--- src/rtl/ex_mac_pkg.sv ---
// Shared encodings and op decode for the iterative EX-stage multiply/MAC unit.
package ex_mac_pkg;

    typedef enum logic [2:0] {
        MAC_MUL    = 3'd0,
        MAC_MULH   = 3'd1,
        MAC_MULHSU = 3'd2,
        MAC_MULHU  = 3'd3,
        MAC_MADD   = 3'd4,
        MAC_MADDU  = 3'd5,
        MAC_MSUB   = 3'd6,
        MAC_MSUBU  = 3'd7
    } mac_op_e;

    typedef enum logic [1:0] {
        ST_IDLE,
        ST_CALC,
        ST_FIX,
        ST_DONE
    } mac_state_e;

    // Per-op control: operand signedness, accumulate, subtract, high-half writeback.
    typedef struct packed {
        logic signed_a;
        logic signed_b;
        logic accum;
        logic sub;
        logic high;
    } mac_dec_t;

    function automatic mac_dec_t mac_decode(input mac_op_e op);
        mac_dec_t d;
        d = '0;
        unique case (op)
            MAC_MUL:    begin d.signed_a = 1'b1; d.signed_b = 1'b1; end
            MAC_MULH:   begin d.signed_a = 1'b1; d.signed_b = 1'b1; d.high = 1'b1; end
            MAC_MULHSU: begin d.signed_a = 1'b1; d.high = 1'b1; end
            MAC_MULHU:  begin d.high = 1'b1; end
            MAC_MADD:   begin d.signed_a = 1'b1; d.signed_b = 1'b1; d.accum = 1'b1; end
            MAC_MADDU:  begin d.accum = 1'b1; end
            MAC_MSUB:   begin d.signed_a = 1'b1; d.signed_b = 1'b1; d.accum = 1'b1; d.sub = 1'b1; end
            MAC_MSUBU:  begin d.accum = 1'b1; d.sub = 1'b1; end
            default:    d = '0;
        endcase
        return d;
    endfunction

endpackage

--- src/rtl/ex_mac_step.sv ---
// One radix-2^STEP iteration: magnitude x STEP-bit digit, shifted into place and added.
module ex_mac_step
    import ex_mac_pkg::*;
#(
    parameter int unsigned XLEN  = 32,
    parameter int unsigned STEP  = 4,
    parameter int unsigned CNT_W = 4
) (
    input  logic [2*XLEN-1:0] partial_i,
    input  logic [XLEN-1:0]   mcand_i,
    input  logic [STEP-1:0]   digit_i,
    input  logic [CNT_W-1:0]  cnt_i,
    output logic [2*XLEN-1:0] sum_o
);

    logic [2*XLEN-1:0] pp;

    // Partial product for the current digit, aligned by digit position.
    always_comb begin
        pp    = {{XLEN{1'b0}}, mcand_i} * {{(2*XLEN-STEP){1'b0}}, digit_i};
        sum_o = partial_i + (pp << (32'(cnt_i) * STEP));
    end

endmodule

--- src/rtl/ex_mac_unit.sv ---
// Iterative multiply / multiply-accumulate unit beside the EX ALU.
module ex_mac_unit
    import ex_mac_pkg::*;
#(
    parameter int unsigned XLEN = 32,
    parameter int unsigned STEP = 4
) (
    input  logic              clk,
    input  logic              rst,
    input  logic              start_i,
    input  logic              cancel_i,
    input  logic [2:0]        op_i,
    input  logic [XLEN-1:0]   opa_i,
    input  logic [XLEN-1:0]   opb_i,
    input  logic [2*XLEN-1:0] acc_i,
    output logic              busy_o,
    output logic              ready_o,
    output logic [2*XLEN-1:0] result_o,
    output logic [XLEN-1:0]   wdata_o,
    output logic              stallreq_o
);

    localparam int unsigned NSTEP = XLEN / STEP;
    localparam int unsigned CNT_W = $clog2(NSTEP + 1);

    if (XLEN % STEP != 0) begin : g_bad_step
        $error("ex_mac_unit: STEP must divide XLEN");
    end

    mac_state_e        state_q, state_d;
    mac_op_e           op_q, op_d;
    logic [XLEN-1:0]   mag_a_q, mag_a_d;
    logic [XLEN-1:0]   mplier_q, mplier_d;
    logic              sign_q, sign_d;
    logic [2*XLEN-1:0] acc_q, acc_d;
    logic [2*XLEN-1:0] partial_q, partial_d;
    logic [CNT_W-1:0]  cnt_q, cnt_d;
    logic [2*XLEN-1:0] result_q, result_d;
    logic [XLEN-1:0]   wdata_q, wdata_d;

    logic [2*XLEN-1:0] step_sum;
    logic [2*XLEN-1:0] prod;
    logic [2*XLEN-1:0] res;
    mac_dec_t          dec_in, dec_q;
    logic              neg_a, neg_b;

    ex_mac_step #(
        .XLEN  (XLEN),
        .STEP  (STEP),
        .CNT_W (CNT_W)
    ) u_step (
        .partial_i (partial_q),
        .mcand_i   (mag_a_q),
        .digit_i   (mplier_q[STEP-1:0]),
        .cnt_i     (cnt_q),
        .sum_o     (step_sum)
    );

    // Next-state, datapath updates and status outputs.
    always_comb begin
        state_d   = state_q;
        op_d      = op_q;
        mag_a_d   = mag_a_q;
        mplier_d  = mplier_q;
        sign_d    = sign_q;
        acc_d     = acc_q;
        partial_d = partial_q;
        cnt_d     = cnt_q;
        result_d  = result_q;
        wdata_d   = wdata_q;
        prod      = '0;
        res       = '0;
        dec_in    = mac_decode(mac_op_e'(op_i));
        dec_q     = mac_decode(op_q);
        neg_a     = dec_in.signed_a & opa_i[XLEN-1];
        neg_b     = dec_in.signed_b & opb_i[XLEN-1];

        // Cancel overrides the FSM so a FIX-cycle flush never updates the result.
        if (cancel_i) begin
            state_d = ST_IDLE;
        end else begin
            unique case (state_q)
                ST_IDLE: begin
                    if (start_i) begin
                        state_d   = ST_CALC;
                        op_d      = mac_op_e'(op_i);
                        mag_a_d   = neg_a ? (~opa_i + XLEN'(1)) : opa_i;
                        mplier_d  = neg_b ? (~opb_i + XLEN'(1)) : opb_i;
                        sign_d    = neg_a ^ neg_b;
                        acc_d     = acc_i;
                        partial_d = '0;
                        cnt_d     = '0;
                    end
                end
                ST_CALC: begin
                    partial_d = step_sum;
                    mplier_d  = mplier_q >> STEP;
                    cnt_d     = cnt_q + CNT_W'(1);
                    if (cnt_q == CNT_W'(NSTEP - 1)) begin
                        state_d = ST_FIX;
                    end
                end
                ST_FIX: begin
                    prod = sign_q ? (~partial_q + (2*XLEN)'(1)) : partial_q;
                    if (dec_q.accum) begin
                        res = dec_q.sub ? (acc_q - prod) : (acc_q + prod);
                    end else begin
                        res = prod;
                    end
                    result_d = res;
                    wdata_d  = dec_q.high ? res[2*XLEN-1:XLEN] : res[XLEN-1:0];
                    state_d  = ST_DONE;
                end
                ST_DONE: begin
                    state_d = ST_IDLE;
                end
                default: begin
                    state_d = ST_IDLE;
                end
            endcase
        end

        busy_o     = (state_q != ST_IDLE);
        ready_o    = (state_q == ST_DONE);
        stallreq_o = (start_i & (state_q == ST_IDLE)) | (state_q == ST_CALC) | (state_q == ST_FIX);
    end

    // State and datapath registers with synchronous reset.
    always_ff @(posedge clk) begin
        if (rst) begin
            state_q   <= ST_IDLE;
            op_q      <= MAC_MUL;
            mag_a_q   <= '0;
            mplier_q  <= '0;
            sign_q    <= 1'b0;
            acc_q     <= '0;
            partial_q <= '0;
            cnt_q     <= '0;
            result_q  <= '0;
            wdata_q   <= '0;
        end else begin
            state_q   <= state_d;
            op_q      <= op_d;
            mag_a_q   <= mag_a_d;
            mplier_q  <= mplier_d;
            sign_q    <= sign_d;
            acc_q     <= acc_d;
            partial_q <= partial_d;
            cnt_q     <= cnt_d;
            result_q  <= result_d;
            wdata_q   <= wdata_d;
        end
    end

    assign result_o = result_q;
    assign wdata_o  = wdata_q;

endmodule

--- config.mk ---
export PLATFORM = sky130hd
export DESIGN_NAME = ex_mac_unit
export DESIGN_NICKNAME = d
export VERILOG_FILES = /design/src/rtl/ex_mac_pkg.sv /design/src/rtl/ex_mac_step.sv /design/src/rtl/ex_mac_unit.sv
export SDC_FILE = /design/constraint.sdc
export NUM_CORES = 2
export LEC_CHECK = 0
export BUFFER_PORTS_ARGS = -buffer_cell sky130_fd_sc_hd__buf_4
export CAP_MARGIN = 25
export CORE_MARGIN = 3
export CORE_UTILIZATION = 50
export CTS_CLUSTER_DIAMETER = 60
export DETAILED_ROUTE_END_ITERATION = 16
export PLACE_DENSITY = 0.68
export SYNTH_ARGS = -nofsm -noshare
export SYNTH_HDL_FRONTEND = slang
export SYNTH_SLANG_ARGS = --single-unit
--- constraint.sdc ---
create_clock -name clk -period 8.95 [get_ports clk]
set_input_delay 1.79 -clock clk [delete_from_list [all_inputs] [get_ports clk]]
set_output_delay 1.79 -clock clk [all_outputs]
set_load 0.005 [all_outputs]
== After elaboration in Yosys (flattened, before gate mapping) ==
Cells that the tools add are included.
Storage, ports and cells
  bits in registers: 298
  logic and storage cells: 80
  output and inout port bits: 99
Operators by class
  bitwise operators: 10
  eq/ne operators: 17
  reductions and logical operators: 14
  $add $sub $neg: 7
  $mul: 1
  shift-type cells: 1
  multiplexer cells: 20
Operator list (count)
  2-to-1 mux 64 bit: 4
  adder 64 bit: 2
  2-to-1 mux 32 bit: 4
  one-hot mux 64 bit (2 select lines): 1
  adder 32 x 1 -> 32 bit, second input constant: 2
  adder 64 x 1 -> 64 bit, second input constant: 1
  NOT 32 bit: 2
  NOT 64 bit: 1
  one-hot mux 32 bit (2 select lines): 1
  left shift 36 x 6 -> 64 bit: 1
  subtractor 64 bit: 1
  multiplier 32 x 4 -> 36 bit: 1
  == test 3 bit, second input constant: 6
  == test 3 x 2 -> 1 bit, second input constant: 3
  one-hot mux 2 bit (4 select lines): 1
  one-hot mux 4 bit (2 select lines): 1
  OR reduction 4 bit: 2
  == test 3 x 1 -> 1 bit, second input constant: 2
  AND reduction 3 bit: 2
  2-to-1 mux 1 bit: 5
  OR reduction 5 bit: 1
  adder 4 x 1 -> 4 bit, second input constant: 1
  == test 2 bit, second input constant: 2
  == test 4 x 3 -> 1 bit, second input constant: 1
  14 further kinds: 22

== Logic depth before layout (Yosys ltp) ==
  word-level depth: 7
  mapped depth: 32

== Modules after synthesis ==
A second synthesis with hierarchy kept.
Second synthesis, totals
  cells, all modules: 4013
  area total of the unflattened synthesis: 29011.6 um2
By module, submodules not included
  ex_mac_unit: cells an instance 2628, times used 1, area an instance 19479.9 um2
  ex_mac_step: cells an instance 1385, times used 1, area an instance 9531.6 um2

== Worst setup path before layout ==
Ideal clock, no wire load.
  path type: reg2reg
  start: register mplier_q[3]
  end: register partial_q[58]
  path buffers: 1
  arrival: 6.983 ns
  data required time: 8.828 ns
  slack: 1.845 ns
  stages on the path, launching flop included: 30
  clock period less this slack: 7.105 ns
  cell sequence: dfxtp_1 clkbuf_1 and2_1 fa_1 inv_1 fa_1 inv_1 ha_1 and3_1 or2_2 a311oi_1 a21oi_1 a211o_1 a221oi_1 o21ai_0 xor2_1 a221oi_1 o21ai_0 ha_1 a21oi_1 o21ai_0 a31oi_1 o21ai_0 a21o_1 a2bb2oi_1 a211oi_1 o41ai_1 nor2_1 mux2i_1 a221o_1
On the way
  longest elaborated chain between the ends: 4
RTL lines
  from (decl): RTL line ex_mac_unit.sv:33  | logic [XLEN-1:0] mplier_q, mplier_d;
  from (signal assigned): RTL line ex_mac_unit.sv:145  | mplier_q <= mplier_d;
  multiplier 32 x 4 -> 36 bit: RTL line ex_mac_step.sv:20  | pp = {{XLEN{1'b0}}, mcand_i} * {{(2*XLEN-STEP){1'b0}}, digit_i};
  left shift 36 x 6 -> 64 bit: RTL line ex_mac_step.sv:21  | sum_o = partial_i + (pp << (32'(cnt_i) * STEP));
  adder 64 bit: RTL line ex_mac_step.sv:21
  one-hot mux 64 bit (2 select lines): RTL line ex_mac_unit.sv:82  | unique case (state_q)
  to (signal assigned): RTL line ex_mac_unit.sv:148  | partial_q <= partial_d;
  to (decl): RTL line ex_mac_unit.sv:36  | logic [2*XLEN-1:0] partial_q, partial_d;
Every way passes these cells.
A chain may end at the register's enable or synchronous reset.

== Worst setup path in the final report ==
Same ends and word-level chain as after synthesis.

==> results <==
- The worst setup path is launched from a flop.
- The count of antenna diodes in the layout is 0.
- The number of buffers inserted to repair setup after CTS is 0.
- The number of clock buffers added by TritonCTS is 40.
- The first global-routing pass estimated 152000 um of wire.
- The synthesized area divided by synthesized cell count is 7.27 um2.
- The routed design has 95500 um of wire.
- The end-of-flow core utilization is 57.2%.
- The number of standard cells after synthesis is 4077.
- The via count of the first global-routing pass came to 27600.
- The post-synthesis cell area is 0.0297 mm2.
- The multi-input combinational cell area is 0.0221 mm2.
- The class of the tightest hold or removal check is flop to flop.
- Global routing used 29.4% of the available tracks.
- The first TritonRoute pass finished after 6 iterations.
- The most frequent standard cell in the layout excluding fill and tap cells is nand2_1.
- The synthesized netlist net count is 4454.
- The initial antenna violation count is 0.
- In the post-synthesis netlist, the biggest area contributors are dfxtp_1, ha_1, nand2_1, a21oi_1, nor2_1.
- Clock-pin slew was measured on the worst setup and hold paths at 60 ps.
- The combined flip-flop and latch cell area is 0.00597 mm2.
- The switching part of the total power is 36.3%.
- Routability-driven placement finished with a final weighted congestion of 0.962.
- In this run the worst path has a maximum fanout of 23.
- The internal cell power is 2980 uW.
- The worst register-to-register path has a setup slack of 700 ps.
- The clock network burns 36.0% of the power.
- The effective utilization at floorplan is 51.0%.
- The via-per-instance ratio is 5.99.
- The share of power burned in combinational logic is 33.9%.
- The number of remaining DRC errors is 0.
- Setup repair after global routing left no endpoint under its margin.
- The total congestion overflow is 0.
- The leakage power figure is 0.0147 uW.
- After synthesis, flip-flops and latches occupy 20.1% of the total area.
- In the layout the commonest cells are nand2_1, nor2_1, a21oi_1.
- The critical path class is flop to flop.
- The standard cell with the maximum stage delay on the critical path is fa_1.
- The slew of the pin with the lowest slew margin is 1050 ps.
- The layout cell share with drive strength beyond 1 is 10.7%.
- The total number of nets in the final design is 4521.
- Of the total power, registers draw 30.2%.
- The top cell type by area accounts for 20.1% of the synthesized area.
- The number of max-slew violations in the final report is 0.
- The area inside the core boundary is 0.0581 mm2.
- Relative to the synthesized area, the layout overhead comes to 12.1%.
- The Yosys warning count is 0.
- Across the VDD grid, the largest voltage drop is 165 uV.
- The tree is rooted in a clkbuf_16.
- Entering global routing, the biggest net connects 116 pins.
- The final critical path takes up 92.2% of the cycle.
- Adding up every negative setup slack in the final design gives 0 ps.
- The die is 250 um wide.
- The hold violation total from the final report is 0.
- The largest stage delay on the critical path is 540 ps.
- Counting flops with a built-in enable in the synthesized netlist gives 0.
- The headroom to the max-slew limit is 29.1%.
- The net switching power is 1700 uW.
- TritonCTS built the clock tree.
- The clock latency on the worst-skew pair is 600 ps.
- Counting both buffers and inverters, the worst setup path holds a total of 3.
- Across the run, the number of max-cap violations was 0.
- The worst path needs 8250 ps of the cycle, external delays included.
- Based on the critical path, the design can be clocked at up to 0.121 GHz.
- Dividing the detail-routed wire length by the instance count gives 19.3 um.
- The count of nets left with antenna violations once routing finished came out at 0.
- In this run the vertical extent of the chip is 250 um.
- The number of setup violations in the final report is 0.
- STA classifies the critical path endpoint as a flop.
- For the worst setup path, the data arrival time is 8690 ps.
- The clock drives 298 sinks.
- The count of state elements after synthesis is 298.
- The number of hold buffers added after CTS was 0.
- The count of standard-cell rows is 88.
- Dividing total power by cell area gives a power density of 141 mW/mm2.
- The biggest area contributor in the post-synthesis netlist is dfxtp_1.
- Between clock sinks in the finished design, the worst skew comes to 46.7 ps.
- The flow ran to the end, and the final reports show no timing, DRC or antenna violations.
- The share of async-settable or async-resettable flops after synthesis is 0%.
- The detailed router placed 29600 vias in this run.
- The number of primary I/O pins is 234.
- The family with the most delay on the worst path is compound AO/OA/AOI/OAI gates.
- After filler insertion, the fill cell instance count of the layout stands at 5646.
- The total of buffers placed on input and output ports is 233.
- The total die area is 0.0623 mm2.
- In this run, distinct cell masters in the synthesized netlist total 105.
- The top flip-flop cell by instance count after synthesis is dfxtp_1.
- Once detailed placement completed, the half-perimeter wirelength came to 73500 um.
- The clock tree synthesis step divided the H-tree into 2 levels.
- The maximum buffer depth of the clock tree is 3.
- The first routing iteration left 2460 violations.
- At the worst endpoint, the required time is 9390 ps.
==> power by group through the flow <==
stage	Combinational [uW]	Sequential (uW)	Clock, uW
2_1_floorplan	1170	1420	0
5_1_grt	1740	1420	1760
3_5_place_dp	1550	1440	0
3_3_place_gp	1540	1440	0
4_1_cts	1560	1410	1710
6_report	1590	1410	1680
==> final timing paths <==
kind | from | end | cells past startpoint
hold / removal | acc_q[0] | acc_q[0] | 2
setup reg to reg | mplier_q[3] | partial_q[58] | 29
hold reg to reg | acc_q[0] | acc_q[0] | 2
setup / recovery | mplier_q[3] | partial_q[58] | 29
==> flip-flops by register name (all words and copies together) (netlist names) <==
register and flops:
op_q 3, partial_q 64, state_q 2, cnt_q 4
wdata_o 32, mplier_q 32, acc_q 64, result_o 64
mag_a_q 32, sign_q 1
==> through the flow <==
step                      std cells  hold slack (ps)  instance area [um2]  worst slack, ps  total power, uW
after floorplan                4077              436                29700             1840             2590
after global placement         4860              440                31700              618             2980
after detailed placement       4863              446                31800              525             2990
after CTS                      4934              453                33200              504             4680
after global routing           4938              477                33200             70.8             4920
final                          4938              453                33200              700             4680
==> per-layer routing <==
| layer | up-vias | track usage, % | wire, um |
|---|---|---|---|
| met2 | 987 | 48.7 | 44100 |
| met1 | 13800 | 39.2 | 42100 |
| met3 | 176 | 3.06 | 5370 |
| met4 | 0 | 11.6 | 3850 |
| met5 | - | 0 | 0 |
| li1 | 14600 | - | - |
==> kinds of logic after synthesis <==
group	count (synthesis)	share of synthesized area [%]
AND/OR/NAND/NOR	1511	24.1
AO/OA/AOI/OAI	1228	27.0
buffers and inverters	430	5.67
XOR/XNOR	317	9.41
flip-flops	298	20.1
adder cells (fa/ha/maj)	242	11.8
multiplexers	51	1.86
==> cell usage after synthesis (25+ instances only) <==
library cell and count:
a211oi_1 91, a21o_1 112, a21oi_1 384, a22oi_1 40, a31oi_1 38, and2_1 132, and3_1 35, clkbuf_1 218
dfxtp_1 298, fa_1 62, ha_1 180, inv_1 164, mux2i_1 36, nand2_1 554, nand2b_1 29, nand3_1 84
nand4_1 46, nor2_1 388, nor2b_1 25, nor3_1 74, o211ai_1 25, o21ai_0 219, o21bai_1 27, o31ai_1 40
o41ai_1 25, or3_1 33, xnor2_1 149, xor2_1 166
==> worst register-to-register path, delay by kind of cell (launching register included) <==
kind	cells	cell delay, ps
buffers and inverters	3	320
AND/OR/NAND/NOR	8	1210
AO/OA/AOI/OAI	12	3990
adder cells (fa/ha/maj)	4	1820
multiplexers	1	150
XOR/XNOR	1	220
flip-flops	1	440
==> repair_timing <==
item | 4_1_cts | 5_1_grt
endpoints found under the hold margin | 0 | 0
resized for setup | 0 | 4
endpoints found under the setup margin | 0 | 7
==> area by class of cell <==
class	count	share of cell area, %
multi-input combinational	3349	66.4
clock buffer	46	3.20
tap	765	2.88
sequential	298	18.0
inverter	168	1.90
clock inverter	25	0.979
timing repair buffer	287	6.72
No activity file was read; power rests on OpenSTA's default activity.
